===== src/rtl/sd_fifo_tailwr_thr.sv =====
// sd_fifo_tailwr_thr: tail-write shift FIFO with flush, programmable
// almost-full / almost-empty flags and an optional high-watermark monitor.
// Valid entries are packed against the tail (index depth-1). Writes shift
// the whole buffer down one slot, and reads only move the head index.
// The write-side ready depends on local state and flush only, never on
// p_drdy, so the two handshakes are decoupled.
// Optional feature: define SD_TAILWR_HWM_EN to build the peak-usage
// register. Without it, hwm is tied to zero and hwm_clr is ignored.
module sd_fifo_tailwr_thr #(
  parameter int width = 8,
  parameter int depth = 16,
  parameter int usz   = $clog2(depth + 1)
) (
  input  logic             clk,
  input  logic             reset,
  input  logic [width-1:0] c_data,
  input  logic             c_srdy,
  output logic             c_drdy,
  output logic [width-1:0] p_data,
  output logic             p_srdy,
  input  logic             p_drdy,
  input  logic             flush,
  input  logic [usz-1:0]   af_thresh,
  input  logic [usz-1:0]   ae_thresh,
  output logic             almost_full,
  output logic             almost_empty,
  output logic [usz-1:0]   usage,
  output logic [usz-1:0]   nxt_usage,
  output logic [usz-1:0]   hwm,
  input  logic             hwm_clr
);

  localparam logic [usz-1:0] DEPTH_U = usz'(depth);

  logic [width-1:0] data_buf [depth];
  logic             wr;
  logic             rd;
  logic [usz-1:0]   head_idx;

  // Ready/valid come from the registered count only. Flush blocks writes.
  assign c_drdy   = (usage < DEPTH_U) & ~flush;
  assign p_srdy   = (usage != '0);
  assign wr       = c_srdy & c_drdy;
  assign rd       = p_srdy & p_drdy;
  assign head_idx = DEPTH_U - usage;

  // Next occupancy. Flush wins over any handshake, and the count never wraps.
  always_comb begin
    if (flush) begin
      nxt_usage = '0;
    end else begin
      nxt_usage = usage + {{(usz-1){1'b0}}, wr} - {{(usz-1){1'b0}}, rd};
    end
  end

  // Head-of-FIFO mux. When the FIFO is empty, head_idx equals depth and nothing matches.
  always_comb begin
    p_data = '0;
    for (int i = 0; i < depth; i++) begin
      if (head_idx == usz'(i)) p_data = data_buf[i];
    end
  end

  // Data path: on a write, shift toward index 0 and load the newest entry at the tail.
  always_ff @(posedge clk) begin
    if (wr) begin
      for (int i = 0; i < depth - 1; i++) begin
        data_buf[i] <= data_buf[i+1];
      end
      data_buf[depth-1] <= c_data;
    end
  end

  // Control state: occupancy and registered threshold flags.
  always_ff @(posedge clk or posedge reset) begin
    if (reset) begin
      usage        <= '0;
      almost_full  <= 1'b0;
      almost_empty <= 1'b1;
    end else begin
      usage        <= nxt_usage;
      almost_full  <= (nxt_usage >= af_thresh);
      almost_empty <= (nxt_usage <= ae_thresh);
    end
  end

`ifdef SD_TAILWR_HWM_EN
  logic [usz-1:0] hwm_r;

  // Peak-usage tracker. A clear reloads the current level, and flush leaves it alone.
  always_ff @(posedge clk or posedge reset) begin
    if (reset) begin
      hwm_r <= '0;
    end else if (hwm_clr) begin
      hwm_r <= nxt_usage;
    end else if (nxt_usage > hwm_r) begin
      hwm_r <= nxt_usage;
    end
  end

  assign hwm = hwm_r;
`else
  logic unused_hwm_clr;

  assign unused_hwm_clr = hwm_clr;
  assign hwm            = '0;
`endif

endmodule


===== config.mk =====
export PLATFORM = sky130hd
export DESIGN_NAME = sd_fifo_tailwr_thr
export DESIGN_NICKNAME = d
export VERILOG_FILES = /design/src/rtl/sd_fifo_tailwr_thr.sv
export SDC_FILE = /design/constraint.sdc
export NUM_CORES = 1
export LEC_CHECK = 0
export CAP_MARGIN = 20
export CORE_MARGIN = 5
export CORE_UTILIZATION = 60
export DETAILED_ROUTE_END_ITERATION = 8
export GPL_ROUTABILITY_DRIVEN = 0
export GPL_TIMING_DRIVEN = 1
export PLACE_DENSITY = 0.83
export RECOVER_POWER = 50
export SLEW_MARGIN = 10
export SYNTH_ARGS = -nofsm -noshare
export SYNTH_HDL_FRONTEND = slang
export SYNTH_SLANG_ARGS = --single-unit
export TNS_END_PERCENT = 10

===== constraint.sdc =====
create_clock -name clk -period 14.5 [get_ports clk]
set_input_delay 2.175 -clock clk [delete_from_list [all_inputs] [get_ports clk]]
set_output_delay 2.175 -clock clk [all_outputs]
set_load 0.1 [all_outputs]

# After elaboration in Yosys (flattened, before gate mapping)
# Memory sizes are Yosys's and may differ from the RTL's.
# Cells that the tools add are included.
# W data, S select, Z words.
[totals]
register_bits = 7
latch_bits = 0
ramBits = 128
romBits = 0
inputBits = 24
n_memories = 1
[op_classes]
add_sub_neg = 3
n_mul = 0
n_div = 0
n_lt_le_gt_ge = 3
n_eq_ne = 15
shifts = 0
mux = 19
bitwise = 4
reduce_logical = 2
[memory_table]
columns = ["memory", "depth", "width", "read_ports", "rd_clocked_by_memory_dff", "write_ports", "line", "rtl"]
rows = [
  ["data_buf", 16, 8, 16, 0, 16, "35", "logic [width-1:0] data_buf [depth];"],
]
[op_table]
columns = ["cell", "n"]
rows = [
  ["$mux W8", 16],
  ["$eq A5 B4 Y1 const B", 8],
  ["$eq A5 B3 Y1 const B", 4],
  ["$eq A5 B2 Y1 const B", 2],
  ["$add A5 B1 Y5", 1],
  ["$eq A5 B1 Y1 const B", 1],
  ["$ge A5 B5 Y1", 1],
  ["$le A5 B5 Y1", 1],
  ["$logic_not A5 Y1", 1],
  ["$lt A5 B5 Y1 const B", 1],
  ["$mux W5", 1],
  ["$reduce_bool A5 Y1", 1],
  ["$sub A5 B1 Y5", 1],
  ["$sub A5 B5 Y5 const A", 1],
  ["$and A1 B1 Y1", 3],
  ["$mux W1", 2],
  ["$not A1 Y1", 1],
]

# Depth between registers and ports, before layout
[depth]
ltp_word = 18
depth_mapped = 21
ltp_nobuf = 20

# Worst setup path before layout
# OpenSTA, ideal clock, no wires.
[synth_timing]
kind = "input-to-output"
startpoint = "in flush"
endpoint = "out nxt_usage[4]"
arrival_time_ns = 7.450
required_ns = 12.325
slack_ns = 4.875
cell_stages = 13
n_path_buf = 0
cell_sequence = "a211oi_1 nand2_1 ha_1 inv_1 ha_1 inv_1 fa_1 nor2_1 nor2_1 nor2_1 nor2_1 xor2_1 nor2_1"
[synth_between]
elab_chain_len = 6
[synth_lines]
columns = ["element", "line", "rtl"]
rows = [
  ["start, declared", "22", "input logic flush,"],
  ["$not A1 Y1", "41", "assign c_drdy = (usage < DEPTH_U) & ~flush;"],
  ["$and A1 B1 Y1", "41", ""],
  ["$and A1 B1 Y1", "43", "assign wr = c_srdy & c_drdy;"],
  ["$add A5 B1 Y5", "52", "nxt_usage = usage + {{(usz-1){1'b0}}, wr} - {{(usz-1){1'b0}}, rd};"],
  ["$sub A5 B1 Y5", "52", ""],
  ["$mux W5 *", "49", "if (flush) begin"],
  ["end, declared", "28", "output logic [usz-1:0] nxt_usage,"],
]
# Mark *: on every way between the ends. The rest lies on a longest branch, timed or not.

# Worst setup path after layout
# Ends and elaborated chain as after synthesis.

==> impl_results.md <==
* EDFF count, synth at 128
* Share of cells above drive strength 1 at 9.979%
* YS warnings at 0
* Clk buf depth at 2
* ANT nets after route at 0
* Largest cells by area after synthesis: edfxtp_1 65%, ha_1 4.2%, dfrtp_1 2.5%
* Final worst path period share at 57.31%
* Largest net degree at the start of global routing at 102
* Nets at just over 500
* Area grow syn2layout at 19.17%
* FF+latch area at 4020 um2
* Multi-input logic area at 1710 um2
* Global route total overflow at 0
* Antenna diodes at 0
* Final Util at between 70% and 80%
* Die area at 11,920 um2
* Status: finished clean
* Hold_sp: data_buf[0][63]
* Crit path arrival time at roughly 6000 ps
* Setup slack, reg-to-reg at 10,010 ps
* RSZ-0062 raised after global routing: false
* Fin cells at 614
* Syn Area/Cell at 14.18 um2
* Post-synthesis compound-gate area fraction at 11.96%
* Post-CTS Setup Inserts at 0
* Worst relative slew slack at 21.92%
* Hold-fix buffers at CTS at 0
* Fill count at between 500 and 600
* DR WL/cell at 22.24 um
* Top cell type's share of synthesized area at roughly two thirds
* Hold crit path type: register to register
* TritonRoute pass-1 iters at 6
* Setup TNS at 0 ps
* Clock tree from TritonCTS: done
* Setup violations, final at 0
* DP HPWL at 8749 um
* Worst Tran Pin Value at 1165 ps
* Row count at 36
* Post-Synth XOR/XNOR Area at 0.8694%
* Worst Path Required at 12,320 ps
* Dpl ws at around 6300 ps
* Minimum clock period at 8310 ps
* Number of DRC markers in iteration 0 at 645
* Routed vias at 4,006
* Worst Slack Setup Final at between 6000 and 7000 ps
* Post-synthesis sequential area ratio at 68.13%
* Mux cell area share after synthesis at 1.018%
* Slowest cell delay on critical path at 1220 ps
* I/O Buffers at 44
* Fmax at about 120 MHz
* DRC viols at 0
* Commonest non-fill, non-tap cell in the layout: edfxtp_1
* Adder-Cell Fraction of Synth Area at under 10%
* Root Buffer: clkbuf_8
* I/O pin cnt at 51
* Clock Sink Count at 135
* DRT Wirelength at 13,660 um
* Count of cell types in the netlist at 56
* Cell mode on critical path: nor2_1
* DP Cell Count at 581
* Main synth FF type: edfxtp_1
* Slew Limit Fails at 0
* Number of cells on the critical path at 15
* Max-cap violations at 0
* Die height at 109.2 um
* R2r worst-path depth at 19
* Initial antenna violation count at 0
* Hold EP: data_buf[0][55]
* Number of buffers created by CTS at 17
* H-tree levels at 4
* Reg2reg end: almost_empty
* Clock slew at reported path FFs at ~70 ps
* Synthesis-stage register bit count at between 100 and 150
* WHS Path Cells at 0
* Worst-skew pair later-pin latency at roughly 530 ps
* Most frequent cells in the layout: 128 x edfxtp_1, 34 x clkdlybuf4s50_1, 24 x nor2_1, 22 x a21oi_1, 20 x ha_1
* Post-Syn Instances at 416
* # resized after CTS at 0
* Crit path cell chain: dlygate4sd3_1, a211oi_1, nand2_1, ha_1, inv_1, ha_1, inv_1, fa_1, nor2_1, nor2_1, nor2_1, nor2_1, xor2_1, nor2_1, clkdlybuf4s50_1
* Worst flop-to-flop path startpoint: usage[2]
* Worst Setup End Kind: primary output
* Vias/cell at 6.524
* Critical path launch point type: primary input
* Critical path type: primary input to primary output
* Ys async rst share at slightly above 5%
* Mapped cell area at 5901 um2
* Worst Clk Skew at 8.844 ps
* Largest area contributor in the netlist: edfxtp_1
* Initial core utilization at between 60% and 70%
* Top Family by Delay on Critical Path: buffers and inverters
* Largest family of logic cells by synthesized area: compound AO/OA/AOI/OAI gates
* Number of global-route vias before repair at 3,856
* Max FO, Critical Path at 6
* Die X at about 110 um
* Final Hold Viols at 0
* Core area at 9684 um2
* Buf/Inv on CP at 4
* CP max-delay cell: clkdlybuf4s50_1
* First-pass GRT wire length at around 21,000 um
* Post-synthesis simple-gate area fraction at 10.24%
* GR Util All Layers at 23.82%
==> kinds of logic (layout without fill, tap and decap cells) <==
group / count (synthesis) / in the layout
AOI/OAI and AO/OA: 99 / 99
and+or+nand+nor: 111 / 111
other: 1 / 5
buffers and inverters: 38 / 99
muxes: 6 / 6
adders and majority gates: 21 / 21
DFF: 135 / 135
xor gates and xnor gates: 5 / 5
==> per-stage QoR <==
| step | hold WS (ps) | instance area, um2 |
|---|---|---|
| floorplan | 419.3 | 5916 |
| global placement | 420.9 | 6434 |
| detailed placement | 429.5 | 6434 |
| CTS | 444.0 | 7005 |
| global route | 455.0 | 7032 |
| finish | 450.0 | 7032 |
==> flip-flops by register name (all words and copies together) (netlist names) <==
signal	count
usage	5
almost_empty	1
data_buf	128
almost_full	1
==> how the worst max path moves through the flow <==
stage                      from           end  slack (ps)
after CTS                 flush  nxt_usage[4]        6250
after floorplan           flush  nxt_usage[4]        4880
after global routing      flush  nxt_usage[4]        5970
final                     flush  nxt_usage[4]        6190
after detailed placement  flush  nxt_usage[4]        6260
after global placement    flush  nxt_usage[4]        6380
==> Yosys cell counts (3+ instances only) <==
master    instances
and3_1            4
a22oi_1           9
nor2_1           24
mux2i_1           6
inv_1            18
o21ai_1           4
a222oi_1          3
a21oi_1          22
o21ai_0           7
o22ai_1          13
a211oi_1          6
dfrtp_1           6
nand2_1          19
nand3_1          14
edfxtp_1        128
nand4_1           3
clkbuf_1          3
o211ai_1          3
nor3_1            7
buf_2             7
nor4_1            4
a221oi_1         10
buf_4             9
or3_1             5
nor2b_1           8
nand2b_1         10
o221ai_1          4
nor3_2            4
ha_1             20
==> area by class of cell <==
cell class	count	share of cell area [%]
well taps	133	2.367
multi-input cells	247	24.32
flip-flops and latches	135	57.17
clock buffers	17	5.890
inverters	19	1.032
clock inverters	15	2.242
repair buffers	48	6.975
==> routing by layer <==
metal | track usage, % | vias up | part of all wire [%]
met5 | 0 | - | 0
met4 | 9.439 | 0 | 2.8
met3 | 7.342 | 47 | 9.9
met2 | 38.42 | 280 | 50
met1 | 30.31 | 1946 | 38
li1 | - | 1733 | -
Power is not shown: default switching activity piles up to over one toggle a cycle in this logic, so the estimate is an artifact.
